==> config.mk <==
export PLATFORM = sky130hd
export DESIGN_NAME = hamming_code_7_4_encoder
export DESIGN_NICKNAME = d
export VERILOG_FILES = /design/src/rtl/hamming_code_7_4_encoder.sv
export SDC_FILE = /design/constraint.sdc
export NUM_CORES = 1
export LEC_CHECK = 0
export ABC_AREA = 1
export CAP_MARGIN = 25
export CORE_MARGIN = 2
export CORE_UTILIZATION = 46
export DETAILED_ROUTE_END_ITERATION = 8
export DONT_BUFFER_PORTS = 1
export PLACE_DENSITY = 0.61
export SLEW_MARGIN = 20
export SYNTH_ARGS = -nofsm -noshare
export SYNTH_HDL_FRONTEND = slang
export SYNTH_SLANG_ARGS = --single-unit
==> constraint.sdc <==
create_clock -name clk -period 3.2 [get_ports clk]
set_input_delay 0.48 -clock clk [delete_from_list [all_inputs] [get_ports clk]]
set_output_delay 0.48 -clock clk [all_outputs]
set_load 0.03 [all_outputs]
==> src/rtl/hamming_code_7_4_encoder.sv <==
// Streaming Hamming(7,4) encoder: one byte in, two 7-bit codewords out (data in cw[6:3], parity in cw[2:0]).
// Optional single-bit error injection on the first codeword and a wrapping count of accepted codewords.
module hamming_code_7_4_encoder #(
    parameter int unsigned HI_FIRST = 1,
    parameter int unsigned CNT_W    = 16
) (
    input  logic             clk,
    input  logic             rst_n,
    input  logic [7:0]       in_data,
    input  logic             in_valid,
    output logic             in_ready,
    input  logic             inj_en,
    input  logic [2:0]       inj_pos,
    output logic [6:0]       out_cw,
    output logic             out_valid,
    input  logic             out_ready,
    output logic             busy,
    output logic [CNT_W-1:0] cw_count
);

    localparam int unsigned CW_W = 7;

    localparam logic [1:0] IDLE        = 2'd0;
    localparam logic [1:0] SEND_FIRST  = 2'd1;
    localparam logic [1:0] SEND_SECOND = 2'd2;

    logic [1:0]       state_q, state_d;
    logic [CW_W-1:0]  out_cw_q, out_cw_d;
    logic             out_valid_q, out_valid_d;
    logic [CW_W-1:0]  second_q, second_d;
    logic [CNT_W-1:0] cnt_q, cnt_d;

    logic [CW_W-1:0]  inj_mask_c;
    logic [CW_W-1:0]  first_cw_c;
    logic [CW_W-1:0]  second_cw_c;
    logic             accept_c;
    logic             out_hs_c;

    function automatic logic [CW_W-1:0] encode(input logic [3:0] d);
        return {d, d[3] ^ d[2] ^ d[1], d[3] ^ d[2] ^ d[0], d[3] ^ d[1] ^ d[0]};
    endfunction

    // Position 7 is the "no flip" code, so it yields an empty mask.
    assign inj_mask_c  = (inj_en && (inj_pos != 3'd7)) ? CW_W'(7'd1 << inj_pos) : '0;
    assign first_cw_c  = (HI_FIRST != 0) ? (encode(in_data[7:4]) ^ inj_mask_c)
                                         : (encode(in_data[3:0]) ^ inj_mask_c);
    assign second_cw_c = (HI_FIRST != 0) ? encode(in_data[3:0]) : encode(in_data[7:4]);

    // Accepting in SEND_SECOND only when the second codeword leaves this cycle gives zero-bubble streaming.
    assign in_ready = rst_n && ((state_q == IDLE) || ((state_q == SEND_SECOND) && out_ready));
    assign accept_c = in_valid && in_ready;
    assign out_hs_c = out_valid_q && out_ready;

    assign out_cw    = out_cw_q;
    assign out_valid = out_valid_q;
    assign busy      = (state_q != IDLE);
    assign cw_count  = cnt_q;

    always_comb begin
        state_d     = state_q;
        out_cw_d    = out_cw_q;
        out_valid_d = out_valid_q;
        second_d    = second_q;
        cnt_d       = out_hs_c ? (cnt_q + CNT_W'(1)) : cnt_q;

        case (state_q)
            IDLE: begin
                if (accept_c) begin
                    out_cw_d    = first_cw_c;
                    second_d    = second_cw_c;
                    out_valid_d = 1'b1;
                    state_d     = SEND_FIRST;
                end
            end
            SEND_FIRST: begin
                if (out_ready) begin
                    out_cw_d = second_q;
                    state_d  = SEND_SECOND;
                end
            end
            SEND_SECOND: begin
                if (out_ready) begin
                    if (accept_c) begin
                        out_cw_d = first_cw_c;
                        second_d = second_cw_c;
                        state_d  = SEND_FIRST;
                    end else begin
                        out_valid_d = 1'b0;
                        state_d     = IDLE;
                    end
                end
            end
            default: begin
                out_valid_d = 1'b0;
                state_d     = IDLE;
            end
        endcase
    end

    always_ff @(posedge clk or negedge rst_n) begin
        if (!rst_n) begin
            state_q     <= IDLE;
            out_cw_q    <= '0;
            out_valid_q <= 1'b0;
            second_q    <= '0;
            cnt_q       <= '0;
        end else begin
            state_q     <= state_d;
            out_cw_q    <= out_cw_d;
            out_valid_q <= out_valid_d;
            second_q    <= second_d;
            cnt_q       <= cnt_d;
        end
    end

endmodule

==> metrics.md <==
| Metric | Value |
|---|---|
| Syn Std Cell Area | `2000 sq um` |
| Register area share after synthesis | `41.4%` |
| FMAX | `0.518 GHz` |
| Area grow syn2layout | `7.40%` |
| Post-route setup TNS | `0 ns` |
| WP data arrival | `1.45 ns` |
| CP required | `2.72 ns` |
| TritonCTS Buffers | `5` |
| Syn Nets | `299` |
| Status | `completed` |
| Endpoints failing setup | `0` |
| Synth warnings | `0` |
| Residual DRC | `0` |
| CTS Sinks | `33` |
| DIE HEIGHT | `69.9 microns` |
| Post-synthesis mux area share | `0%` |
| Initial Utilization | `48.8%` |
| Pwr dens | `700 nW/um^2` |
| Reg area | `826 sq um` |
| Hold Crit Class | `input pin to async pin` |
| TritonCTS clock tree | `yes` |
| CTS HTree Levels | `2` |
| Total grt overflow | `0` |
| Largest net degree at the start of global routing | `34` |
| Core ar. | `4090 sq um` |
| Max Slew Vio Count | `0` |
| Worst-skew pair later-pin latency | `0.28 ns` |
| WS Path Type | `register to primary output` |
| CTS max path bufs | `2` |
| Synth Area in XOR/XNOR | `5.71%` |
| CTS clk-pin slew, worst paths | `0.07 ns` |
| Tcrit/Tclk final | `60.4%` |
| Resized cells post-CTS | `0` |
| Footprint of the multi-input gates | `1010 sq um` |
| Root Driver | `clkbuf_8` |
| Number of library cell types mapped by synthesis | `27` |
| Ports | `42` |
| Commonest cells after routing, fill and taps aside | `nand2_1 (103), inv_1 (34), dfrtp_1 (33)` |
| Final hold vios | `0` |
| #FFs+latches synth | `33` |
| ANT nets after route | `0` |
| Final Instance Count excl. Fillers | `337` |
| Global-route wire length before repair | `7430 microns` |
| Row Count | `23` |
| Worst VDD drop | `456 uV` |
| HPWL after detailed placement | `3070 microns` |
| Leakage power | `0.00111 uW` |
| Die footprint | `4880 sq um` |
| Max Cap Violations | `0` |
| Post-Synth Adder-Cell Area | `0.627%` |
| Largest family of logic cells by synthesized area | `simple AND/OR/NAND/NOR gates` |
| DRT iter0 DRCs | `96` |
| Mapped Cells | `282` |
| Setup crit end kind | `primary output` |
| Via count | `1686` |
| Post-synthesis compound-gate area fraction | `5.39%` |
| RSZ-0062 raised after global routing | `false` |
| Vias in the first global route | `1596` |
| Layout cells sized above 1 | `7.67%` |
| Worst Skew | `0.00513 ns` |
| DIE WIDTH | `69.9 microns` |
| Worst-path fanout max | `5` |
| Final #Nets | `304` |
| Leading cell type in the layout, fill and taps excluded | `nand2_1` |
| Avg Cell Area, Syn | `7.08 sq um` |
| Routed Wire Length | `4180 microns` |
| Post-route minimum period | `1.93 ns` |
| Drt pass-1 iters | `4` |
| Antenna violations before repair | `0` |
| DR WL/cell | `12.4 microns` |
| Inst Count DP | `329` |
| Placer Congestion | `0.786` |
| Ant diodes | `0` |
| GRT Total Usage | `18.9%` |
| Post-synthesis simple-gate area fraction | `38.8%` |
| Filler cells | `405` |
| Port Buf Inserts | `0` |
| Actual slew at the worst max-slew pin | `0.791 ns` |
| Vias per cell | `5.00` |
| Worst rel slew slack | `47.1%` |
| Worst setup SP type | `register` |
metrics by stage:
step	setup WS, ns	total power, uW	utilization (%)	cell area [sq um]	hold slack, ns
3_3_place_gp	1.51	1180	49.8	2040	0.186
2_1_floorplan	1.57	1100	-	2000	0.184
3_5_place_dp	1.49	1180	49.8	2040	0.186
4_1_cts	1.27	1510	52.4	2140	0.0276
5_1_grt	1.21	1610	52.4	2140	0.0257
6_report	1.27	1500	52.4	2140	0.0235
critical path, stage by stage (launching register included):
cell,delay [ns]
dfrtp_1,0.41
nand2_2,0.11
nand2_1,0.06
nor2_1,0.60
where the power goes:
group	internal [uW]	total (uW)	switching [uW]	leakage (uW)
combinational	123	344	221	0.000660
clock	171	315	145	0.0000443
sequential	532	841	310	0.000408
total	825	1500	675	0.00111
Yosys cell counts (all sizes together):
cell type,instances,area share [%]
inv,36,6.8
xnor2,4,1.8
nor2,34,6.9
dfrtp,33,41
xor2,9,4.0
ha,1,0.63
o211ai,1,0.38
clkinv,1,0.25
nor3,2,1.3
buf,3,1.1
o21ai,17,4.3
nand3b,1,0.38
o21a,1,0.38
nand2,106,21
nand4,5,2.6
o21bai,1,0.38
nand3,27,7.0
path summary, 6_finish.rpt:
| kind | slack, ns | endpoint | from | cells past startpoint |
|---|---|---|---|---|
| max | 1.27 | in_ready | state_q[1]$_DFFE_PN0P_ | 3 |
| min | 0.02 | out_cw[3]$_DFFE_PN0P_ | rst_n | 1 |
| max reg2reg | 1.58 | cw_count[6]$_DFFE_PN0P_ | cw_count[0]$_DFFE_PN0P_ | 5 |
| min reg2reg | 0.48 | second_q[4]$_DFFE_PN0P_ | second_q[4]$_DFFE_PN0P_ | 2 |
| max in group asynchronous | 3.00 | second_q[4]$_DFFE_PN0P_ | rst_n | 1 |
| min in group clk | 0.32 | state_q[0]$_DFFE_PN0P_ | out_ready | 1 |
metal layers:
metal / track usage, % / up-vias / part of all wire (%)
met3: 5.63 / 4 / 8.7
met5: 0 / - / 0
met1: 27.8 / 745 / 49
li1: - / 887 / -
met4: 6.20 / 0 / 0.84
met2: 26.2 / 50 / 41
cells by family (layout without fill, tap and decap cells):
group,Yosys count,in the layout
AOI/OAI and AO/OA,20,20
DFF,33,33
and+or+nand+nor,175,175
xor gates and xnor gates,13,13
buffers and inverters,40,45
adders and majority gates,1,1
state kept, by name, indices dropped and copies added (netlist names):
name / cells
cw_count: 16
second_q: 7
out_valid: 1
state_q: 2
out_cw: 7
layout make-up:
class	count	share of cell area (%)
inverters	37	6.54
clock buffers	7	4.03
well taps	50	2.92
multi-input cells	209	47.1
repair buffers	1	0.934
flip-flops and latches	33	38.5
what timing repair did:
action,4_1_cts,5_1_grt
endpoints found under the hold margin,33,0
hold buffers,1,0
setup buffers,0,0
(Power assumes the default switching activity.)
